## config.mk

```make
export PLATFORM = sky130hd
export DESIGN_NAME = ram16_fifo_ctrl
export DESIGN_NICKNAME = d
export VERILOG_FILES = /design/src/rtl/ram16_fifo_ctrl.sv
export SDC_FILE = /design/constraint.sdc
export NUM_CORES = 1
export LEC_CHECK = 0
export ABC_AREA = 1
export BUFFER_PORTS_ARGS = -buffer_cell sky130_fd_sc_hd__buf_2
export CAP_MARGIN = 20
export CORE_ASPECT_RATIO = 0.75
export CORE_MARGIN = 4
export CORE_UTILIZATION = 57
export CTS_CLUSTER_DIAMETER = 30
export DETAILED_ROUTE_END_ITERATION = 6
export PLACE_DENSITY = 0.84
export SLEW_MARGIN = 20
export SYNTH_ARGS = -nofsm -noshare
export SYNTH_HDL_FRONTEND = slang
export SYNTH_SLANG_ARGS = --single-unit
```

## constraint.sdc

```tcl
create_clock -name WCLK -period 8.79 [get_ports WCLK]
set_input_delay 1.3185 -clock WCLK [delete_from_list [all_inputs] [get_ports WCLK]]
set_output_delay 1.3185 -clock WCLK [all_outputs]
set_load 0.02 [all_outputs]
```

## src/rtl/ram16_fifo_ctrl.sv

```systemverilog
// Address/flag controller for a 16-deep FIFO built on an external 16x1
// dual-port distributed RAM bank. The controller owns the write pointer
// (RAM A3..A0 / WE) and the read pointer (RAM DPRA3..DPRA0). The data words
// never pass through this block: the producer drives RAM D and the consumer
// reads RAM DPO directly.
module ram16_fifo_ctrl #(
    parameter int unsigned AFULL_LVL = 12
) (
    input  logic       WCLK,
    input  logic       RST_N,
    input  logic       FLUSH,
    input  logic       PUSH_VALID,
    output logic       PUSH_READY,
    output logic       POP_VALID,
    input  logic       POP_READY,
    output logic [3:0] WADDR,
    output logic       WEN,
    output logic [3:0] RADDR,
    output logic [4:0] COUNT,
    output logic       FULL,
    output logic       EMPTY,
    output logic       AFULL,
    output logic [4:0] HWM
);

    logic [3:0] wp_q, wp_d;
    logic [3:0] rp_q, rp_d;
    logic [4:0] count_q, count_d;
    logic [4:0] hwm_q, hwm_d;

    logic full, empty;
    logic push, pop;

    // Flags come straight from the registered count, so POP_READY never
    // reaches PUSH_READY combinationally.
    assign full  = (count_q == 5'd16);
    assign empty = (count_q == 5'd0);

    assign FULL       = full;
    assign EMPTY      = empty;
    assign AFULL      = (count_q >= 5'(AFULL_LVL));
    assign COUNT      = count_q;
    assign HWM        = hwm_q;
    assign WADDR      = wp_q;
    assign RADDR      = rp_q;
    assign POP_VALID  = ~empty;

    // A full queue refuses pushes even when a pop frees a slot this cycle.
    assign PUSH_READY = ~full & ~FLUSH;
    assign WEN        = PUSH_VALID & PUSH_READY;

    assign push = WEN;
    assign pop  = ~empty & POP_READY & ~FLUSH;

    // Next-state for pointers, occupancy and high-water mark; FLUSH wins.
    always_comb begin
        wp_d    = wp_q;
        rp_d    = rp_q;
        count_d = count_q;
        hwm_d   = hwm_q;
        if (FLUSH) begin
            wp_d    = 4'd0;
            rp_d    = 4'd0;
            count_d = 5'd0;
            hwm_d   = 5'd0;
        end else begin
            // 4-bit pointers wrap 15->0 naturally; wp==rp is disambiguated
            // by count alone.
            if (push) wp_d = wp_q + 4'd1;
            if (pop)  rp_d = rp_q + 4'd1;
            case ({push, pop})
                2'b10:   count_d = count_q + 5'd1;
                2'b01:   count_d = count_q - 5'd1;
                default: count_d = count_q;
            endcase
            if (count_d > hwm_q) hwm_d = count_d;
        end
    end

    // State registers; reset clears the queue immediately, without a clock.
    always_ff @(posedge WCLK or negedge RST_N) begin
        if (!RST_N) begin
            wp_q    <= 4'd0;
            rp_q    <= 4'd0;
            count_q <= 5'd0;
            hwm_q   <= 5'd0;
        end else begin
            wp_q    <= wp_d;
            rp_q    <= rp_d;
            count_q <= count_d;
            hwm_q   <= hwm_d;
        end
    end

endmodule

```

==> results.sh, run 1 <==
export IMPL_die_h_um=48.7
export IMPL_rsz0062_at_grt="no"
export IMPL_antenna_cells=0
export IMPL_post_synth_most_frequent_cells="49 x nand2_1, 19 x inv_1, 18 x dfrtp_1"
export IMPL_syn_area_per_cell_um2=7.97
export IMPL_p_leak_nw=0.879
export IMPL_initial_core_util=0.615
export IMPL_hold_slack_ps=529
export IMPL_power_switching_mw=0.130
export IMPL_hold_viol=0
export IMPL_io_buffers=28
export IMPL_clk_pin_slew_ps=100
export IMPL_syn_nets=175
export IMPL_drtAntennaViolNets=0
export IMPL_dieWidth_um=62.3
export IMPL_rrSetupSlack_ps=5260
export IMPL_numClockSinks=18
export IMPL_ios=29
export IMPL_max_clock_freq_ghz=0.233
export IMPL_grt_overflow=0
export IMPL_fin_crit_ps=4290
export IMPL_comb_power_share=0.487
export IMPL_clkPwrFrac=0.172
export IMPL_slew_violations=0
export IMPL_synth_cell_types=27
export IMPL_firstDrtPassIters=4
export IMPL_p_int_mw=0.168
export IMPL_tritoncts="built"
export IMPL_numCtsBuffers=3
export IMPL_fillers=171
export IMPL_startpoint_type="primary input"
export IMPL_syn_inst=158
export IMPL_syn_to_final_growth_pct=14.1
export IMPL_grt_usage=0.190
export IMPL_htree_levels=1
export IMPL_drt_initial_drc_count=55
export IMPL_setup_violations_final=0
export IMPL_wl_um=2790
export IMPL_gp_congestion=0.832
export IMPL_p_sw_frac=0.436
export IMPL_crit_required_ps=9030
export IMPL_max_vdd_ir_drop_mv=0.141
export IMPL_synth_flop_cell="dfrtp_1"
export IMPL_postCtsSetupRepairBufs=0
export IMPL_drive_gt1_frac=0.283
export IMPL_drcViolationCount=0
export IMPL_yosysSeqAreaShare=0.357
export IMPL_syn_area_um2=1260
export IMPL_crit_type="in -> reg"
export IMPL_ys_warn_count=0
export IMPL_antenna_found_initial=0
export IMPL_synth_area_leaders="dfrtp_1 36%, nand2_1 15%, ha_1 11%"
export IMPL_synth_top_area_frac=0.357
export IMPL_viasPerCell=5.28
export IMPL_cp_end_kind="flip-flop"
export IMPL_grt_first_pass_wirelength_um=4770
export IMPL_cts_buffer_depth=2
export IMPL_ctsRootBufferMaster="clkbuf_4"
export IMPL_row_count=14
export IMPL_post_cts_resized=0
export IMPL_worstMarginPinSlew_ps=404
export IMPL_path_max_fanout=11
export IMPL_synthArstFlopShare=1.00
export IMPL_synth_edf_count=0
export IMPL_dieArea_um2=3030
export IMPL_drv_cap=0
export IMPL_fin_crit_sh=0.488
export IMPL_clk_latency_ps=290
export IMPL_p_seq_frac=0.340
export IMPL_coreArea_um2=2050
export IMPL_grt_max_degree=19
export IMPL_cts_hold_fix_buffers=0
export IMPL_final_nets=205
export IMPL_power_density_nw_per_um2=207
export IMPL_clock_skew_ps=3.35
export IMPL_grt_pass1_vias=1113
export IMPL_wl_per_cell_um=13.2
export IMPL_place_hpwl_um=2260
export IMPL_slew_headroom=0.731
export IMPL_ys_seq_elements=18
export IMPL_tns_ps=0
export IMPL_num_vias=1115
export IMPL_status="finished clean"
export IMPL_critical_path_arrival_ps=4520
export IMPL_yosysTopAreaCell="dfrtp_1"
export IMPL_hold_path_class="reg -> reg"
export IMPL_synth_most_common_cell="nand2_1"
[area by class of cell]
type	instances	area (um2)	area share
Multi-Input combinational cell	114	689	0.480
Timing Repair Buffer	28	140	0.0975
Sequential cell	18	450	0.313
Inverter	23	91.3	0.0635
Tap cell	24	30.0	0.0209
Clock buffer	4	36.3	0.0252
[power groups by stage]
stage | combinational [mW] | sequential, mW | clock (mW)
after CTS | 0.145 | 0.101 | 0.0522
after detailed placement | 0.144 | 0.103 | 0
after global placement | 0.135 | 0.103 | 0
after floorplan | 0.0966 | 0.113 | 0
after global routing | 0.159 | 0.103 | 0.0565
final | 0.145 | 0.101 | 0.0514
[worst paths after layout]
kind                                      start                    to  cells past startpoint
min in group asynchronous                 RST_N  RADDR[2]$_DFFE_PN0P_                      1
setup / recovery                          FLUSH    HWM[0]$_DFFE_PN0P_                     18
setup reg to reg             COUNT[1]$_DFF_PN0_    HWM[0]$_DFFE_PN0P_                     20
hold / removal             WADDR[1]$_DFFE_PN0P_  WADDR[1]$_DFFE_PN0P_                      2
hold reg to reg            WADDR[1]$_DFFE_PN0P_  WADDR[1]$_DFFE_PN0P_                      2
max in group asynchronous                 RST_N  WADDR[3]$_DFFE_PN0P_                      1
[cells by family after synthesis]
| logic type | after synthesis | share of synthesized area |
|---|---|---|
| fa+ha+maj | 12 | 0.125 |
| simple gates | 86 | 0.330 |
| buf+inv | 26 | 0.0953 |
| compound gates | 11 | 0.0576 |
| flops | 18 | 0.357 |
| xor+xnor | 5 | 0.0348 |
[flip-flops by register name, summed over array words and instances (netlist names)]
name and flops:
COUNT 5, WADDR 4, HWM 5, RADDR 4
[layer usage]
layer | vias up | global-route usage | wire length [um]
li1 | 554 | - | -
met1 | 522 | 0.241 | 1240
met5 | - | 0 | 0
met3 | 6 | 0.0556 | 149
met4 | 0 | 0.0636 | 52
met2 | 33 | 0.310 | 1350
[cells in the final DEF (no fill, tap or decap), drive strengths merged, types with 4 or more instances in the layout]
cell type / instances
clkbuf: 4
buf: 28
inv: 22
nor2: 12
a21oi: 6
o21ai: 4
nand3: 16
dfrtp: 18
ha: 11
xor2: 4
nand2: 53
[per-stage QoR]
step | instance area (um2) | power, mW | utilization | worst slack, ps | cells
6_report | 1440 | 0.298 | 0.701 | 4500 | 211
5_1_grt | 1440 | 0.319 | 0.701 | 4270 | 211
4_1_cts | 1440 | 0.299 | 0.701 | 4550 | 211
3_5_place_dp | 1400 | 0.247 | 0.684 | 4240 | 207
3_3_place_gp | 1400 | 0.237 | 0.684 | 4470 | 207
2_1_floorplan | 1260 | 0.210 | - | 4830 | 158
[critical path, cell delays in order]
cell      delay (ps)
buf_2            170
inv_1            330
nand2_2          140
nor2_4           170
inv_2             80
ha_1             270
ha_1             330
or2_2            300
nand2_1           70
nand2_1           50
nand3_1           90
nand2_1          100
ha_1             330
nand2_2          110
nor3b_2          250
o21bai_2         210
nand3_1          120
nand2_1           90
Note: power is estimated with default switching activity, not from simulation.
==> run 2, diff against run 1 <==
- ABC_AREA: 1 -> 0
- CORE_UTILIZATION: 57 -> 47
- PLACE_DENSITY: 0.84 -> 0.74
- clock period: 8.79 -> 3.6 ns (I/O delays scaled with it)
==> run 2 against run 1 <==
Net effect: die area grew 12%; critical path type is now reg -> reg; synthesized cell count shrank 25%; synthesized area shrank 6.4%; routed wire length grew 13%.
==> results.sh, run 2 <==
export IMPL_clock_skew_ps=7.33
export IMPL_row_count=15
export IMPL_antenna_found_initial=0
export IMPL_cts_buffer_depth=2
export IMPL_p_seq_frac=0.328
export IMPL_final_cell_mix="28 x buf_2, 17 x buf_4, 16 x dfrtp_1"
export IMPL_htree_levels=1
export IMPL_synth_most_common_cell="dfrtp_1"
export IMPL_p_leak_nw=0.834
export IMPL_syn_area_per_cell_um2=10.0
export IMPL_place_hpwl_um=2160
export IMPL_synth_top_area_frac=0.382
export IMPL_reg2reg_from="COUNT[1]$_DFF_PN0_"
export IMPL_final_nets=182
export IMPL_ys_warn_count=0
export IMPL_synth_edf_count=0
export IMPL_firstDrtPassIters=4
export IMPL_r2r_cells=17
export IMPL_setup_violations_final=0
export IMPL_clk_latency_ps=300
export IMPL_yosysTopAreaCell="dfrtp_1"
export IMPL_post_synth_most_frequent_cells="18 x dfrtp_1, 11 x ha_1, 11 x inv_1"
export IMPL_antenna_cells=0
export IMPL_grt_pass1_vias=980
export IMPL_crit_required_ps=3840
export IMPL_ys_seq_elements=18
export IMPL_crit_type="reg -> reg"
export IMPL_power_total_mw=0.739
export IMPL_p_int_mw=0.443
export IMPL_layout_commonest_cell="buf_2"
export IMPL_r2r_end="HWM[3]$_DFFE_PN0P_"
export IMPL_synth_cell_types=39
export IMPL_power_density_nw_per_um2=457
export IMPL_numCtsBuffers=3
export IMPL_fin_crit_ps=3580
export IMPL_clk_pin_slew_ps=110
export IMPL_path_max_fanout=6
export IMPL_rrSetupSlack_ps=20
export IMPL_io_buffers=28
export IMPL_syn_area_um2=1180
export IMPL_die_h_um=51.4
export IMPL_drv_cap=0
export IMPL_drive_gt1_frac=0.470
export IMPL_fin_crit_sh=0.995
export IMPL_drtAntennaViolNets=0
export IMPL_viasPerCell=5.32
export IMPL_syn_inst=118
export IMPL_grt_first_pass_wirelength_um=4560
export IMPL_rsz0062_at_grt="yes"
export IMPL_gp_congestion=0.802
export IMPL_coreArea_um2=2350
export IMPL_p_sw_frac=0.400
export IMPL_syn_nets=135
export IMPL_drt_initial_drc_count=32
export IMPL_critical_path_arrival_ps=3820
export IMPL_clkPwrFrac=0.175
export IMPL_synth_area_leaders="dfrtp_1 38%, ha_1 12%, xor2_1 5.2%"
export IMPL_pre_cts_slack_ps=-20.4
export IMPL_utilization=0.689
export IMPL_wl_um=3160
export IMPL_power_switching_mw=0.295
export IMPL_num_vias=1054
export IMPL_max_clock_freq_ghz=0.279
export IMPL_yosysSeqAreaShare=0.382
export IMPL_grt_max_degree=19
export IMPL_comb_power_share=0.497
export IMPL_grt_usage=0.180
export IMPL_ctsRootBufferMaster="clkbuf_4"
export IMPL_dieWidth_um=65.9
export IMPL_slew_headroom=0.720
export IMPL_status="finished clean"
export IMPL_hold_path_class="in -> async"
export IMPL_startpoint_type="flip-flop"
export IMPL_wl_per_cell_um=16.0
export IMPL_ios=29
export IMPL_tritoncts="built"
export IMPL_synth_flop_cell="dfrtp_1"
export IMPL_synthArstFlopShare=1.00
export IMPL_drcViolationCount=0
export IMPL_cp_end_kind="flip-flop"
export IMPL_dieArea_um2=3380
export IMPL_slew_violations=0
export IMPL_syn_to_final_growth_pct=37.0
export IMPL_max_vdd_ir_drop_mv=0.203
export IMPL_setup_ws_ps=18.9
export IMPL_numClockSinks=18
export IMPL_initial_core_util=0.503
export IMPL_grt_overflow=0
export IMPL_worstMarginPinSlew_ps=419
export IMPL_hold_viol=0
## run 2: changes by cell type after synthesis, moves of 3 or more
cell     change
nand3_1     -12
nor2_1       +3
nand2_1     -44
nor2_2       -4
nor2b_1      +4
a22o_1       +5
a21o_1       +3
inv_1        -8
o21ai_0      +4
inv_2        -3
o21ai_2      -3
xor2_1       +3
## run 2: kinds of logic (layout without fill, tap and decap cells)
family | Yosys count | in the layout | synth area share
mux | 2 | 2 | 0.0170
compound gates | 23 | 23 | 0.141
xor+xnor | 8 | 8 | 0.0594
buf+inv | 14 | 60 | 0.0456
flops | 18 | 18 | 0.382
simple gates | 41 | 41 | 0.222
fa+ha+maj | 12 | 12 | 0.134
## run 2: through the flow
step / std cells / hold WS (ps) / area [um2] / setup TNS (ps)
3_3_place_gp: 189 / 493 / 1460 / 0
3_5_place_dp: 189 / 493 / 1460 / -58.5
6_report: 198 / 149 / 1620 / 0
5_1_grt: 198 / 165 / 1620 / -575
2_1_floorplan: 118 / 244 / 1200 / 0
4_1_cts: 194 / 158 / 1510 / 0
## run 2: cell type report
class,instances,area (um2)
Clock buffer,4,36.3
Fill cell,181,729
Inverter,11,43.8
Multi-Input combinational cell,86,773
Sequential cell,18,453
Tap cell,34,42.5
Timing Repair Buffer,45,268
## run 2: worst max-delay path: stages (launching register included)
cell      delay [ps]
dfrtp_1          440
nor4_4           360
buf_4            190
a211oi_4          60
inv_2             70
ha_4             220
inv_4             50
fa_2             420
nor2b_4          160
o22ai_2           90
mux2i_2          230
nand2_2          110
ha_4             280
and3_4           180
o21ai_2           60
a32oi_2          200
and2b_2          240
a22o_1           140
## run 2: worst max-delay path by stage
stage	start	end	slack (ps)	cells past startpoint
after floorplan	FLUSH	HWM[2]$_DFFE_PN0P_	8	15
after global placement	COUNT[3]$_DFF_PN0_	HWM[0]$_DFFE_PN0P_	120	17
after detailed placement	COUNT[0]$_DFF_PN0_	HWM[3]$_DFFE_PN0P_	-20	17
after CTS	COUNT[0]$_DFF_PN0_	HWM[3]$_DFFE_PN0P_	20	16
after global routing	COUNT[1]$_DFF_PN0_	HWM[3]$_DFFE_PN0P_	-120	17
final	COUNT[1]$_DFF_PN0_	HWM[3]$_DFFE_PN0P_	20	17
## run 2: repair_timing
item,in CTS,in global routing
hold buffers,0,0
setup buffers,1,4
resized for setup,2,16
setup endpoints to repair,5,5
pin swaps,2,13
## run 2: layer usage
layer	vias to the layer above	routed length (um)	global-route usage
met3	2	150	0.0418
met2	31	1570	0.304
met5	-	0	0
met1	517	1420	0.226
li1	504	-	-
met4	0	21	0.0586
## run 2: power groups by stage
stage	registers [mW]	clock network, mW	logic, mW
finish	0.242	0.129	0.367
global route	0.246	0.144	0.400
CTS	0.242	0.130	0.319
global placement	0.247	0	0.294
floorplan	0.272	0	0.180
detailed placement	0.248	0	0.308
==> run 3, diff against run 2 <==
==> constraint.sdc (replaced) <==
create_clock -name WCLK -period 3.6 [get_ports WCLK]
set_input_delay 0.36 -clock WCLK [delete_from_list [all_inputs] [get_ports WCLK]]
set_output_delay 0.36 -clock WCLK [all_outputs]
set_load 0.02 [all_outputs]
==> run 3 against run 2 <==
Net effect: clock-buffer cell count did not move; clock power barely moved; highest routed layer unchanged; critical endpoint is now HWM[0]$_DFFE_PN0P_; routed wire length fell by 6.9%; largest cell class unchanged; critical path type unchanged.
==> results.sh, run 3 (synthesis gave the netlist of run 2 again) <==
export IMPL_grt_usage=0.168
export IMPL_htree_levels=1
export IMPL_worstMarginPinSlew_ps=418
export IMPL_coreArea_um2=2350
export IMPL_fin_crit_sh=0.981
export IMPL_status="finished clean"
export IMPL_die_h_um=51.4
export IMPL_initial_core_util=0.503
export IMPL_clk_latency_ps=300
export IMPL_grt_max_degree=19
export IMPL_hold_viol=0
export IMPL_max_vdd_ir_drop_mv=0.264
export IMPL_syn_to_final_growth_pct=38.8
export IMPL_grt_overflow=0
export IMPL_ios=29
export IMPL_final_nets=180
export IMPL_firstDrtPassIters=4
export IMPL_grt_first_pass_wirelength_um=4290
export IMPL_clk_pin_slew_ps=110
export IMPL_final_cell_mix="28 x buf_2, 15 x dfrtp_1, 14 x buf_4"
export IMPL_fin_crit_ps=3530
export IMPL_max_stage_delay_ps=540
export IMPL_crit_type="reg -> reg"
export IMPL_critical_path_arrival_ps=3730
export IMPL_io_buffers=28
export IMPL_grt_pass1_vias=958
export IMPL_layout_commonest_cell="buf_2"
export IMPL_ctsRootBufferMaster="clkbuf_4"
export IMPL_drive_gt1_frac=0.475
export IMPL_reg2reg_from="COUNT[3]$_DFF_PN0_"
export IMPL_dieArea_um2=3380
export IMPL_cp_end_kind="flip-flop"
export IMPL_row_count=15
export IMPL_antenna_found_initial=0
export IMPL_hold_path_class="in -> reg"
export IMPL_crit_chain="nor4_4, buf_4, nand2b_4, nand2_4, nor2_4, ha_4, ha_4, nor2b_4, or4_4, nand3_4, nand2_4, ha_4, and3_4, a32oi_2, and2b_2, a22o_1"
export IMPL_drt_initial_drc_count=31
export IMPL_clock_skew_ps=1.79
export IMPL_dp_cells=186
export IMPL_drv_cap=0
export IMPL_fillers=185
export IMPL_numClockSinks=18
export IMPL_rsz0062_at_grt="yes"
export IMPL_gp_congestion=0.864
export IMPL_slew_violations=0
export IMPL_cts_buffer_depth=2
export IMPL_max_clock_freq_ghz=0.283
export IMPL_startpoint="COUNT[3]$_DFF_PN0_"
export IMPL_drcViolationCount=0
export IMPL_power_density_nw_per_um2=455
export IMPL_cp_common_cell="ha_4"
export IMPL_fin_cells=196
export IMPL_path_max_fanout=7
export IMPL_setup_violations_final=0
export IMPL_numCtsBuffers=3
export IMPL_p_leak_nw=0.804
export IMPL_antenna_cells=0
export IMPL_slew_headroom=0.721
export IMPL_num_vias=1015
export IMPL_drtAntennaViolNets=0
export IMPL_min_from="POP_READY"
export IMPL_wl_per_cell_um=15.0
export IMPL_tritoncts="built"
export IMPL_wl_um=2940
export IMPL_crit_required_ps=3800
export IMPL_startpoint_type="flip-flop"
export IMPL_viasPerCell=5.18
export IMPL_dieWidth_um=65.9
export IMPL_tns_ps=0
export IMPL_place_hpwl_um=2060
export IMPL_slowest_stage="or4_4"
## run 3: cell types whose count changed in the layout (fill, tap and decap cells not counted), sizes merged
cell | previous run | this run
dlygate4sd3 | 0 | 1
buf | 45 | 42
## run 3: path summary, 6_finish.rpt
path / cells after the start / to / slack (ps)
hold reg to reg: 1 / HWM[1]$_DFFE_PN0P_ / 540
hold / removal: 3 / RADDR[1]$_DFFE_PN0P_ / 350
min in group asynchronous: 2 / WADDR[3]$_DFFE_PN0P_ / 520
setup reg to reg: 16 / HWM[0]$_DFFE_PN0P_ / 70
max in group asynchronous: 2 / COUNT[3]$_DFF_PN0_ / 2770
setup / recovery: 16 / HWM[0]$_DFFE_PN0P_ / 70
## run 3: final cells by class
| class | count | area (um2) | share of cell area |
|---|---|---|---|
| Clock buffer | 4 | 36.3 | 0.0222 |
| Inverter | 11 | 41.3 | 0.0252 |
| Multi-Input combinational cell | 86 | 808 | 0.494 |
| Sequential cell | 18 | 454 | 0.277 |
| Tap cell | 34 | 42.5 | 0.0260 |
| Timing Repair Buffer | 43 | 255 | 0.156 |
## run 3: timing repair
item | 4_1_cts | 5_1_grt
hold buffers | 1 | 0
pin swaps | 1 | 19
endpoints found under the setup margin | 5 | 5
hold endpoints to repair | 18 | 0
buffers inserted | 2 | 3
gates resized for setup | 2 | 22
## run 3: layer usage
layer  track usage  share of wire  up-vias
met3        0.0484          0.063        2
met5             0              0        -
met1         0.207           0.44      485
met4        0.0414         0.0048        0
met2         0.286           0.49       32
li1              -              -      496
## run 3: report_power, final
group	switching, mW	total (mW)	internal (mW)
sequential	0.0217	0.244	0.223
combinational	0.206	0.372	0.165
clock	0.0669	0.129	0.0617
total	0.295	0.745	0.450
## run 3: critical path, delay by kind of cell (launching register included)
kind | cells | cell delay (ps)
DFF | 1 | 440
adders and majority gates | 3 | 740
buffers and inverters | 1 | 170
AOI/OAI and AO/OA | 2 | 320
and+or+nand+nor | 10 | 1780
## run 3: through the flow
stage | cell area, um2 | util | total power, mW | hold WS [ps] | setup WS (ps)
after global placement | 1440 | 0.613 | 0.534 | 310 | 45.8
after CTS | 1510 | 0.644 | 0.695 | 337 | 9.39
after global routing | 1640 | 0.698 | 0.791 | 354 | -77.2
after detailed placement | 1440 | 0.613 | 0.546 | 316 | -113
final | 1640 | 0.698 | 0.745 | 348 | 69.0
after floorplan | 1200 | - | 0.451 | 64.4 | 11.5
